$ cat src/rtl/seq_det_pkg.sv
// rtl/seq_det_pkg.sv - shared types, defaults and width helper for the serial pattern detector
package seq_det_pkg;

  localparam int N_DEFAULT     = 4;
  localparam int CNT_W_DEFAULT = 8;

  typedef enum logic {
    ST_FILL  = 1'b0,
    ST_ARMED = 1'b1
  } state_e;

  // Width needed to hold a fill level of 0..n inclusive
  function automatic int fill_w(input int n);
    return $clog2(n + 1);
  endfunction

endpackage

$ cat src/rtl/sat_counter.sv
// rtl/sat_counter.sv - saturating event counter with sticky saturation flag
module sat_counter #(
  parameter int CNT_W = 8
) (
  input  logic             clk,
  input  logic             reset,
  input  logic             inc,
  output logic [CNT_W-1:0] count,
  output logic             sat
);

  localparam logic [CNT_W-1:0] CNT_MAX = '1;

  always_ff @(posedge clk) begin
    if (reset) begin
      count <= '0;
      sat   <= 1'b0;
    end else if (inc && (count != CNT_MAX)) begin
      count <= count + CNT_W'(1);
      // Flag rises on the same edge the count lands on its ceiling
      if (count == CNT_MAX - CNT_W'(1)) begin
        sat <= 1'b1;
      end
    end
  end

endmodule

$ cat src/rtl/seq_detector_param.sv
// rtl/seq_detector_param.sv - programmable N-bit serial pattern detector with masking and hit counter
module seq_detector_param
  import seq_det_pkg::*;
#(
  parameter int N     = N_DEFAULT,
  parameter int CNT_W = CNT_W_DEFAULT
) (
  input  logic             clk,
  input  logic             reset,
  input  logic             x_valid,
  input  logic             x,
  input  logic             cfg_we,
  input  logic [N-1:0]     cfg_pattern,
  input  logic [N-1:0]     cfg_mask,
  input  logic             overlap,
  output logic             y,
  output logic [CNT_W-1:0] hit_count,
  output logic             hit_sat
);

  localparam int FILL_W = fill_w(N);
  localparam logic [FILL_W-1:0] FILL_FULL = FILL_W'(N);
  localparam logic [FILL_W-1:0] FILL_LAST = FILL_W'(N - 1);

  state_e            state;
  logic [FILL_W-1:0] fill;
  logic [N-1:0]      win;
  logic [N-1:0]      pattern;
  logic [N-1:0]      mask;

  logic [N-1:0]      win_next;
  logic [FILL_W-1:0] fill_next;
  logic              full_next;
  logic              match;
  logic              hit_inc;

  always_comb begin
    win_next  = {win[N-2:0], x};
    fill_next = (fill == FILL_FULL) ? fill : fill + FILL_W'(1);
    // Window is complete after this bit if already armed or this is the Nth bit
    full_next = (state == ST_ARMED) || (fill == FILL_LAST);
    match     = x_valid && full_next && (((win_next ^ pattern) & mask) == '0);
    hit_inc   = match && !cfg_we;
  end

  always_ff @(posedge clk) begin
    if (reset) begin
      state   <= ST_FILL;
      fill    <= '0;
      win     <= '0;
      pattern <= '0;
      mask    <= '1;
      y       <= 1'b0;
    end else if (cfg_we) begin
      state   <= ST_FILL;
      fill    <= '0;
      win     <= '0;
      pattern <= cfg_pattern;
      mask    <= cfg_mask;
      y       <= 1'b0;
    end else if (x_valid) begin
      win <= win_next;
      y   <= match;
      if (match && !overlap) begin
        fill  <= '0;
        state <= ST_FILL;
      end else begin
        fill  <= fill_next;
        state <= (fill_next == FILL_FULL) ? ST_ARMED : ST_FILL;
      end
    end else begin
      y <= 1'b0;
    end
  end

  sat_counter #(
    .CNT_W(CNT_W)
  ) u_hit_counter (
    .clk  (clk),
    .reset(reset),
    .inc  (hit_inc),
    .count(hit_count),
    .sat  (hit_sat)
  );

endmodule

$ cat config.mk
export PLATFORM = sky130hd
export DESIGN_NAME = seq_detector_param
export DESIGN_NICKNAME = d
export VERILOG_FILES = /design/src/rtl/seq_det_pkg.sv /design/src/rtl/sat_counter.sv /design/src/rtl/seq_detector_param.sv
export SDC_FILE = /design/constraint.sdc
export NUM_CORES = 1
export LEC_CHECK = 0
export BUFFER_PORTS_ARGS = -buffer_cell sky130_fd_sc_hd__buf_2
export CAP_MARGIN = 20
export CORE_MARGIN = 2
export CORE_UTILIZATION = 53
export CTS_CLUSTER_DIAMETER = 150
export CTS_CLUSTER_SIZE = 12
export DETAILED_ROUTE_END_ITERATION = 7
export PLACE_DENSITY = 0.8
export SYNTH_ARGS = -nofsm -noshare
export SYNTH_HDL_FRONTEND = slang
export SYNTH_SLANG_ARGS = --single-unit
export TNS_END_PERCENT = 5
$ cat constraint.sdc
create_clock -name clk -period 2.34 [get_ports clk]
set_input_delay 0.468 -clock clk [delete_from_list [all_inputs] [get_ports clk]]
set_output_delay 0.468 -clock clk [all_outputs]
set_load 0.1 [all_outputs]
Word-level counts from Yosys, hierarchy flattened

Cells that the tools add are included.

Word-level logic and storage cells: 34
Bits in latches: 0
Output and inout port bits: 10
Register bits: 25
Memory bits (writable): 0
ROM bits: 0
Memories: 0
Input bits: 14

Equal/unequal tests: 5
Bitwise gates (word level): 3
Reduce and logical (&&, ||, !) cells: 12
Magnitude comparators: 0
Shift operators: 0
$mul: 0
$add $sub $neg: 2
Div/mod/pow operators: 0
Muxes and demuxes: 4

Operators by type and width:

| kind                                                                   | count |
|---|---|
| 8-bit by 1-bit adder with 8-bit output (second input constant)         | 1 |
| 8-bit equality test (second input constant)                            | 1 |
| 8-bit inequality test (second input constant)                          | 1 |
| 3-bit equality test (second input constant)                            | 2 |
| 3-bit two-way mux                                                      | 2 |
| 1-bit logical AND                                                      | 5 |
| 4-bit AND                                                              | 1 |
| 4-bit zero test                                                        | 1 |
| 4-bit XOR                                                              | 1 |
| 3-bit by 1-bit adder with 3-bit output (second input constant)         | 1 |
| 3-bit by 2-bit equality test with 1-bit output (second input constant) | 1 |
| 3-bit OR reduction                                                     | 1 |
| 1-bit zero test                                                        | 2 |
| 1-bit two-way mux                                                      | 2 |
| 2-bit AND reduction                                                    | 1 |
| 2-bit OR reduction                                                     | 1 |
| 1-bit logical OR                                                       | 1 |
| 1-bit NOT                                                              | 1 |

Logic depth before layout (Yosys ltp)

Gate-level depths: netlist of the first run.

Word-level depth: 7
Gate-level depth with buffers: 8

Hierarchy

A second synthesis of the first run with hierarchy kept.

Cell total of the unflattened synthesis: 138
Area, all modules: 1,239.9 um^2

Modules (own cells, without submodules):

| module             | cells an instance | area an instance (um^2) | seq. area each (um^2) | times used |
|---|---|---|---|---|
| seq_detector_param | 80                | 745.7                   | 320.3                 | 1 |
| sat_counter        | 58                | 494.2                   | 180.2                 | 1 |

Worst setup path after synthesis of the first run

No wires, ideal clock.

Path type: register to register
From: register u_hit_counter.count[0]
To: register u_hit_counter.count[3]
Path slack: -0.065 ns
Arrival time: 2.281 ns
Stages on the path, launching flop included: 8
Setup time: 0.123 ns
Path buffers: 1
Required time: 2.217 ns
Path through: dfxtp_1 > ha_1 > and3_1 > a21oi_4 > and3_1 > buf_2 > nand4_1 > mux2_1

Longest elaborated chain between the ends: 2
Elaborated cells between the ends (all ways): 3

Ends and longest elaborated chain:

| element                                                                        | line              | RTL |
|---|---|---|
| start: declaration                                                             | sat_counter.sv:8  | `output logic [CNT_W-1:0] count,` |
| start signal: assignment                                                       | sat_counter.sv:19 | `count <= count + CNT_W'(1);` |
| branches (longest 2 deep; another with 8-bit by 1-bit adder with 8-bit output) | --                |  |

Several ways; the timed one is not identified.
A chain may end at the register's enable or synchronous reset.

Worst setup path after layout of the first run

From: register fill[0]
To: register u_hit_counter.count[3]

Longest elaborated chain between the ends: 6

Ends and longest elaborated chain:

| element                                        | line                     | RTL |
|---|---|---|
| start: declaration                             | seq_detector_param.sv:26 | `logic [FILL_W-1:0] fill;` |
| start signal: assignment                       | seq_detector_param.sv:68 | `fill <= fill_next;` |
| 3-bit by 2-bit equality test with 1-bit output | seq_detector_param.sv:41 | `full_next = (state == ST_ARMED) \|\| (fill == FILL_LAST);` |
| 1-bit logical OR                               | seq_detector_param.sv:41 |  |
| 1-bit logical AND (2 in a row)                 | seq_detector_param.sv:42 | `match = x_valid && full_next && (((win_next ^ pattern) & mask) == '0);` |
| 1-bit logical AND                              | seq_detector_param.sv:43 | `hit_inc = match && !cfg_we;` |
| 1-bit logical AND                              | sat_counter.sv:18        | `end else if (inc && (count != CNT_MAX)) begin` |

No other way between the ends.

==> impl_metrics.toml, run 1 <==
[clock_network]
clk_path_buf_depth = 2
postCtsHoldBufs = 0
cts_max_level = 1
cts_buffers = 3
root_buffer = "clkbuf_4"
clock_sinks = 25
insertion_delay_ns = 0.32
cts.reportedPaths.clkPinSlew_ns = 0.13
cts_tree = "yes"
cts_resized = 0
post-cts-setup-buffers = 0

[layout]
finalNonFillerCells = 175
layout-drive-gt1-share = 0.224
antenna-diode-count = 0
syn2layout_area_growth_pct = 12.6
fin_nets = 167
n_fill_cell = 208
multiInputGateArea_um2 = 653
final_cell_mix = "23 x dfxtp_1, 23 x buf_2, 16 x nor2_1, 7 x mux2i_1, 7 x nand2_1"
area.sequential_um2 = 503
final_area_mm2 = 0.00136
fin_util = 0.625

[hold_path]
hold-path-cell-count = 2
worstHoldStart = "cfg_mask[2]"
min_to = "mask[2]$_SDFFE_PP1P_"
hold_path.class = "in -> reg"

[route]
drt_iter0_drc = 11
routed_wl_mm = 2.15
drc = 0
ant_nets = 0
firstDrtPassIters = 4
via_per_inst = 5.38
vias = 942
wl_per_cell_um = 12.3

[critical_path]
criticalPathCategory = "reg -> reg"
cp_common_cell = "ha_1"
crit_chain = "ha_1 > ha_1 > o21ai_0 > a221oi_4 > and3_1 > nand4_1 > mux2_1"
end_kind = "flip-flop"
r2r-end = "u_hit_counter.count[3]$_SDFFE_PP0P_"
rr_worst_depth = 7
r2r-start = "fill[0]$_SDFFE_PP0P_"
slowest_delay_ns = 0.45
reg2reg_slack_ns = 0.25
worstPathArrival_ns = 2.31
cp_max_fo = 7
worst-path-buf-inv = 0
crit_required_ns = 2.56
critPathLaunchType = "flip-flop"
cpLargestDelayFamily = "compound AO/OA/AOI/OAI gates"
slowest_stage = "dfxtp_1"

[synth]
ys_types = 34
synth_top_family_by_area = "simple AND/OR/NAND/NOR gates"
ys_seq_area_frac = 0.416
postSynth.asyncResetShare = 0
synth.top_cells.by_area = "dfxtp_1 42%, mux2i_1 5.8%, ha_1 5.2%, nor2_1 5.0%, xor2_1 3.6%"
yosysWarnings = 0
synth_compound_area_frac = 0.154
syn-cell-area_mm2 = 0.00120
synth_edf_count = 0
synth_fp_nets = 145
yosys.area_share.simple = 0.218
synth_top_cell_by_area = "dfxtp_1"
synth_top_area_frac = 0.416
ys_ff_latch = 25
muxShareOfSynthArea = 0.0676
synth-main-ff-cell = "dfxtp_1"
synthXorXnorAreaFrac = 0.0509
synth_fa_ha_area_frac = 0.0520
syn_inst = 126
synth_area_per_cell_um2 = 9.55

[timing]
fin_skew_ns = 0.00401
fmax_mhz = 478
finalHoldViolations = 0
holdWs_ns = 0.347
worst_pin_slew_ns = 0.485
timing.slew.headroom = 0.679
rsz0062_at_grt = "false"
setup_tns_ns = 0
min_period_ns = 2.09
finalSetupViolCount = 0
slew_violations = 0
fin_crit_sh = 0.894

[power_and_ir_drop]
powerDensity_mw_per_mm2 = 515
p_leak_uw = 0.000601
max-vdd-ir-drop_mv = 0.410

[job]
drv_cap = 0

[outcome]
status = "finished clean"

[placement]
port_buffers = 23
post_dp_cell_area_mm2 = 0.00133
place.gp.congestion = 0.781
dp_hpwl_mm = 1.66
place_inst = 171

[floorplan]
initial_utilization = 0.555
rows = 17
fp.dieH_um = 51.7
dieArea_mm2 = 0.00267
die_w_um = 51.7
core-area_mm2 = 0.00217
io_pins = 24

[grt]
antenna_found_initial = 0
grt_max_degree = 20
grt.overflow.total = 0
track_usage = 0.183
grt_pass1_wl_mm = 3.62
grt_pass1_vias = 888
[logic make-up after synthesis]
family	Yosys count
AO/OA/AOI/OAI	22
adder cells (fa/ha/maj)	5
AND/OR/NAND/NOR	47
buffers and inverters	12
multiplexers	8
XOR/XNOR	7
flip-flops	25
[cells in the mapped netlist (2+ instances only)]
cell      number
dfxtp_1       25
nor2_1        16
mux2i_1        7
nand2_1        7
inv_1          6
a21oi_1        5
ha_1           5
nor2b_1        5
o21ai_0        5
xor2_1         5
a211o_1        4
clkbuf_1       4
and3_1         3
nand3_1        3
nand4_1        3
nand3b_1       2
o31ai_1        2
or4_1          2
xnor2_1        2
[metal layers]
metal / wire, µm / track usage / up-vias
li1: - / - / 480
met1: 965 / 0.198 / 432
met2: 1040 / 0.323 / 23
met3: 83 / 0.0374 / 7
met4: 54 / 0.114 / 0
met5: 0 / 0 / -
[how the worst max path moves through the flow]
stage	from	endpoint	slack (ns)	cells past startpoint
after floorplan	u_hit_counter.count[5]$_SDFFE_PP0P_	u_hit_counter.count[3]$_SDFFE_PP0P_	0.07	6
after global placement	x_valid	u_hit_counter.count[3]$_SDFFE_PP0P_	0.33	6
after detailed placement	fill[0]$_SDFFE_PP0P_	u_hit_counter.count[3]$_SDFFE_PP0P_	0.28	7
after CTS	fill[0]$_SDFFE_PP0P_	u_hit_counter.count[3]$_SDFFE_PP0P_	0.25	7
after global routing	fill[0]$_SDFFE_PP0P_	u_hit_counter.count[3]$_SDFFE_PP0P_	0.08	7
final	fill[0]$_SDFFE_PP0P_	u_hit_counter.count[3]$_SDFFE_PP0P_	0.25	7
[stage by stage]
| step | setup WS, ns | power, µW |
|---|---|---|
| 6_report | 0.249 | 698 |
| 5_1_grt | 0.0841 | 734 |
| 2_1_floorplan | 0.0681 | 503 |
| 3_5_place_dp | 0.275 | 521 |
| 3_3_place_gp | 0.328 | 519 |
| 4_1_cts | 0.246 | 710 |
[sequential cells by signal, indices dropped and copies added, names as in the netlist]
name and cells:
win 3, y 1, u_hit_counter.count 8, fill 3
u_hit_counter.sat 1, state 1, pattern 4, mask 4
[worst register-to-register path, cell delays in order, from the launching register on]
cell	delay (ns)
dfxtp_1	0.45
ha_1	0.18
ha_1	0.12
o21ai_0	0.12
a221oi_4	0.36
and3_1	0.32
nand4_1	0.13
mux2_1	0.31
[cell type report]
cell class                      count  share of cell area
Clock buffer                        4              0.0194
Inverter                            6              0.0166
Multi-Input combinational cell     89               0.482
Sequential cell                    25               0.371
Tap cell                           28              0.0259
Timing Repair Buffer               23              0.0849
[report_power, final]
part           leakage [µW]  internal [µW]  switching [µW]
Clock             0.0000150           66.7             120
Sequential         0.000205            436            9.19
Combinational      0.000381           29.9            35.7
Total              0.000601            533             165
Note: power is estimated with default switching activity, not from simulation.
==> run 2: changes to the inputs <==
--- a/config.mk
+++ b/config.mk
@@ -12,6 +12,7 @@
 export CTS_CLUSTER_DIAMETER = 150
 export CTS_CLUSTER_SIZE = 12
 export DETAILED_ROUTE_END_ITERATION = 7
+export GPL_TIMING_DRIVEN = 0
 export PLACE_DENSITY = 0.8
 export SYNTH_ARGS = -nofsm -noshare
 export SYNTH_HDL_FRONTEND = slang
==> run 2 against run 1 <==
First-iteration DRC count rose by 150%; via count increased by 3.0%; non-clock buffer count is 4 higher; core utilization grew 0.81 points; sequential power barely moved; register-to-register slack got worse by 0.09 ns; power rose by 0.75%; flip-flop and latch count unchanged; cell area up 1.3%; clock power hardly changed; die area unchanged; sequential share of layout area is 0.47 points lower.
==> impl_metrics.toml, run 2 (synthesis gave the netlist of run 1 again) <==
[layout]
n_fill_cell = 196
antenna-diode-count = 0
final_cell_mix = "23 x dfxtp_1, 22 x buf_2, 16 x nor2_1, 7 x mux2i_1, 7 x nand2_1"
fin_nets = 171
syn2layout_area_growth_pct = 14.0
top_regs = "u_hit_counter.count (8), mask (4), pattern (4)"
area.sequential_um2 = 503
layout_commonest_cell = "dfxtp_1"
largest-register = "u_hit_counter.count"
largest_register_ffs = 8
layout-drive-gt1-share = 0.219
multiInputGateArea_um2 = 653

[clock_network]
insertion_delay_ns = 0.32
root_buffer = "clkbuf_4"
cts_tree = "yes"
post-cts-setup-buffers = 0
cts.reportedPaths.clkPinSlew_ns = 0.13
clock_sinks = 25
cts_resized = 0
postCtsHoldBufs = 0
cts_buffers = 3
cts_max_level = 1
clk_path_buf_depth = 2

[route]
firstDrtPassIters = 4
via_per_inst = 5.42
vias = 970
ant_nets = 0
routed_wl_mm = 2.24
wl_per_cell_um = 12.5
drt_iter0_drc = 27
drc = 0

[floorplan]
dieArea_mm2 = 0.00267
core-area_mm2 = 0.00217
io_pins = 24
fp.dieH_um = 51.7
initial_utilization = 0.555
rows = 17
die_w_um = 51.7

[placement]
place.gp.congestion = 0.802
port_buffers = 21
dp_hpwl_mm = 1.72

[timing]
timing.slew.headroom = 0.661
fin_crit_sh = 0.932
holdWs_ns = 0.343
fin_skew_ns = 0.00530
rsz0062_at_grt = "false"
finalSetupViolCount = 0
min_period_ns = 2.18
slew_violations = 0
fmax_mhz = 459
worst_pin_slew_ns = 0.509
finalHoldViolations = 0
setup_tns_ns = 0

[critical_path]
r2r-end = "u_hit_counter.count[3]$_SDFFE_PP0P_"
worstPathArrival_ns = 2.40
end_kind = "flip-flop"
crit_required_ns = 2.56
r2r-start = "fill[0]$_SDFFE_PP0P_"
reg2reg_slack_ns = 0.16
rr_worst_depth = 8
critPathLaunchType = "flip-flop"
cp-startpoint = "fill[0]$_SDFFE_PP0P_"
setup.worst_path.end = "u_hit_counter.count[3]$_SDFFE_PP0P_"
cp_max_fo = 7
criticalPathCategory = "reg -> reg"

[power_and_ir_drop]
p_leak_uw = 0.000608
max-vdd-ir-drop_mv = 0.405
powerDensity_mw_per_mm2 = 513

[hold_path]
hold_path.class = "in -> reg"
worstHoldStart = "cfg_mask[0]"

[grt]
grt.overflow.total = 0
grt_pass1_wl_mm = 3.97
track_usage = 0.197
grt_pass1_vias = 972
grt_max_degree = 14
antenna_found_initial = 0

[job]
drv_cap = 0

[outcome]
status = "finished clean"
[run 2: changes by cell type in the layout (fill, tap and decap cells not counted), sizes merged]
cell    delta
clkbuf     +4
[run 2: area by class of cell]
class                      count  share of cell area
buffer                         6              0.0201
tap                           28              0.0255
timing repair buffer          21              0.0766
sequential                    25               0.366
clock buffer                   4              0.0191
inverter                       6              0.0164
multi-input combinational     89               0.476
[run 2: layer usage]
| metal | wire, µm | part of all wire | global-route usage | vias up |
|---|---|---|---|---|
| li1 | - | - | - | 494 |
| met1 | 994 | 0.44 | 0.231 | 446 |
| met2 | 1100 | 0.49 | 0.338 | 24 |
| met3 | 110 | 0.049 | 0.0374 | 6 |
| met4 | 35 | 0.016 | 0.105 | 0 |
| met5 | 0 | 0 | 0 | - |
[run 2: worst min-delay path by stage]
stage                                           endpoint  slack [ns]  depth (start not counted)
after floorplan                       state$_SDFFE_PP0P_        0.44                          2
after global placement    u_hit_counter.sat$_SDFFE_PP0P_        0.44                          2
after detailed placement              state$_SDFFE_PP0P_        0.47                          2
after CTS                           mask[0]$_SDFFE_PP1P_        0.34                          2
after global routing                mask[3]$_SDFFE_PP1P_        0.34                          2
final                               mask[0]$_SDFFE_PP1P_        0.34                          2
[run 2: power breakdown]
part           internal [µW]  switching [µW]  leakage (µW)
clock                   66.7             122     0.0000150
combinational           31.2            37.3      0.000389
sequential               436            9.52      0.000205
total                    534             169      0.000608
[run 2: worst max-delay path, cell delays in order, from the launching register on]
cell and delay (ns):
dfxtp_1 0.46, ha_1 0.19, ha_1 0.14, o21ai_0 0.13
a221oi_4 0.37, and3_1 0.20, buf_2 0.15, nand4_1 0.12
mux2_1 0.32
[run 2: metrics by stage]
| stage | total power [µW] | setup WS (ns) | util | std cells | area, µm² |
|---|---|---|---|---|---|
| 4_1_cts | 711 | 0.166 | 0.633 | 179 | 1370 |
| 3_5_place_dp | 524 | 0.216 | 0.621 | 175 | 1350 |
| 2_1_floorplan | 503 | 0.0681 | - | 126 | 1210 |
| 6_report | 704 | 0.160 | 0.633 | 179 | 1370 |
| 5_1_grt | 735 | 0.00228 | 0.633 | 179 | 1370 |
| 3_3_place_gp | 521 | 0.251 | 0.621 | 175 | 1350 |
==> run 3: changes to the inputs <==
--- a/config.mk
+++ b/config.mk
@@ -6,14 +6,13 @@
 export NUM_CORES = 1
 export LEC_CHECK = 0
 export BUFFER_PORTS_ARGS = -buffer_cell sky130_fd_sc_hd__buf_2
-export CAP_MARGIN = 20
 export CORE_MARGIN = 2
 export CORE_UTILIZATION = 53
 export CTS_CLUSTER_DIAMETER = 150
 export CTS_CLUSTER_SIZE = 12
 export DETAILED_ROUTE_END_ITERATION = 7
 export GPL_TIMING_DRIVEN = 0
-export PLACE_DENSITY = 0.8
+export PLACE_DENSITY = 0.87
 export SYNTH_ARGS = -nofsm -noshare
 export SYNTH_HDL_FRONTEND = slang
 export SYNTH_SLANG_ARGS = --single-unit
==> run 3 against run 2 <==
Clock power shrank 2%; die area unchanged; largest cell class unchanged; non-clock buffer count unchanged; first-iteration DRC count fell by 44%; via count grew 4.0%; sequential power hardly changed; wire length increased by 2.9%; sequential share of layout area stayed put; combinational power increased by 0.7%; highest routed layer unchanged; global-route usage shrank 0.15 points; power decreased by 0.44%; cell area did not move.
==> impl_metrics.toml, run 3 (synthesis gave the netlist of run 1 again) <==
[layout]
largest_register_ffs = 8
layout-drive-gt1-share = 0.219
multiInputGateArea_um2 = 653
syn2layout_area_growth_pct = 14.0
n_fill_cell = 187
largest-register = "u_hit_counter.count"
top_regs = "u_hit_counter.count (8), mask (4), pattern (4)"
final_cell_mix = "23 x dfxtp_1, 22 x buf_2, 16 x nor2_1, 7 x mux2i_1, 7 x nand2_1"
fin_nets = 171
area.sequential_um2 = 503
layout_commonest_cell = "dfxtp_1"
antenna-diode-count = 0

[route]
ant_nets = 0
drc = 0
wl_per_cell_um = 12.9
via_per_inst = 5.64
firstDrtPassIters = 4
routed_wl_mm = 2.31
drt_iter0_drc = 15
vias = 1009

[critical_path]
slowest_stage = "dfxtp_1"
crit_required_ns = 2.56
slowest_delay_ns = 0.46
rr_worst_depth = 8
cp_max_fo = 7
worstPathArrival_ns = 2.43
criticalPathCategory = "reg -> reg"
end_kind = "flip-flop"
cp_common_cell = "ha_1"
cpLargestDelayFamily = "compound AO/OA/AOI/OAI gates"
cp.depth = 8
crit_chain = "ha_1 > ha_1 > o21ai_0 > a221oi_4 > and3_1 > buf_2 > nand4_1 > mux2_1"
critPathLaunchType = "flip-flop"
worst-path-buf-inv = 1

[grt]
grt.overflow.total = 0
grt_pass1_vias = 985
grt_pass1_wl_mm = 3.94
grt_max_degree = 14
antenna_found_initial = 0
track_usage = 0.195

[clock_network]
clk_path_buf_depth = 2
clock_sinks = 25
cts_resized = 0
cts_tree = "yes"
cts_max_level = 1
post-cts-setup-buffers = 0
root_buffer = "clkbuf_4"
cts_buffers = 3
postCtsHoldBufs = 0
cts.reportedPaths.clkPinSlew_ns = 0.12
insertion_delay_ns = 0.31

[job]
drv_cap = 0

[power_and_ir_drop]
max-vdd-ir-drop_mv = 0.376
p_leak_uw = 0.000608
powerDensity_mw_per_mm2 = 510
power_uw = 701

[timing]
timing.slew.headroom = 0.643
worst_pin_slew_ns = 0.536
slew_violations = 0
finalHoldViolations = 0
fmax_mhz = 453
min_period_ns = 2.21
finalSetupViolCount = 0
fin_crit_sh = 0.944
setup_tns_ns = 0
rsz0062_at_grt = "false"
fin_skew_ns = 0.00145

[floorplan]
fp.dieH_um = 51.7
core-area_mm2 = 0.00217
dieArea_mm2 = 0.00267
initial_utilization = 0.555
io_pins = 24
die_w_um = 51.7
rows = 17

[placement]
dp_hpwl_mm = 1.78
port_buffers = 21
place.gp.congestion = 0.821

[outcome]
status = "finished clean"

[hold_path]
hold_path.class = "in -> reg"
hold-path-cell-count = 2
==> run 3: final timing paths <==
path / slack (ns) / from / endpoint
hold reg to reg: 0.47 / state$_SDFFE_PP0P_ / state$_SDFFE_PP0P_
hold / removal: 0.35 / cfg_mask[0] / mask[0]$_SDFFE_PP1P_
setup reg to reg: 0.13 / fill[0]$_SDFFE_PP0P_ / u_hit_counter.count[3]$_SDFFE_PP0P_
setup / recovery: 0.13 / fill[0]$_SDFFE_PP0P_ / u_hit_counter.count[3]$_SDFFE_PP0P_
==> run 3: final cells by class <==
type,instances,area share
well taps,28,0.0255
multi-input cells,89,0.476
clock buffers,4,0.0191
inverters,6,0.0164
plain buffers,6,0.0201
flip-flops and latches,25,0.366
repair buffers,21,0.0766
==> run 3: layer usage <==
metal / global-route usage / up-vias / share of wire
met1: 0.220 / 475 / 0.44
met5: 0 / - / 0
li1: - / 493 / -
met2: 0.338 / 37 / 0.49
met3: 0.0460 / 4 / 0.055
met4: 0.110 / 0 / 0.014
==> run 3: metrics by stage <==
step,area [µm²],hold slack [ns],utilization,setup WS [ns],std cells
2_1_floorplan,1210,0.441,-,0.0681,126
3_3_place_gp,1350,0.444,0.621,0.262,175
3_5_place_dp,1350,0.456,0.621,0.169,175
4_1_cts,1370,0.352,0.633,0.127,179
5_1_grt,1370,0.337,0.633,0.0131,179
6_report,1370,0.355,0.633,0.130,179
==> run 3: worst register-to-register path: stages, from the launching register on <==
cell and delay, ns:
dfxtp_1 0.46, ha_1 0.20, ha_1 0.15, o21ai_0 0.14, a221oi_4 0.36, and3_1 0.21
buf_2 0.15, nand4_1 0.13, mux2_1 0.32
==> run 3: where the power goes <==
group	internal (µW)	switching (µW)	total [µW]
sequential	436	9.79	446
combinational	31.3	37.8	69.1
clock	66.7	118	185
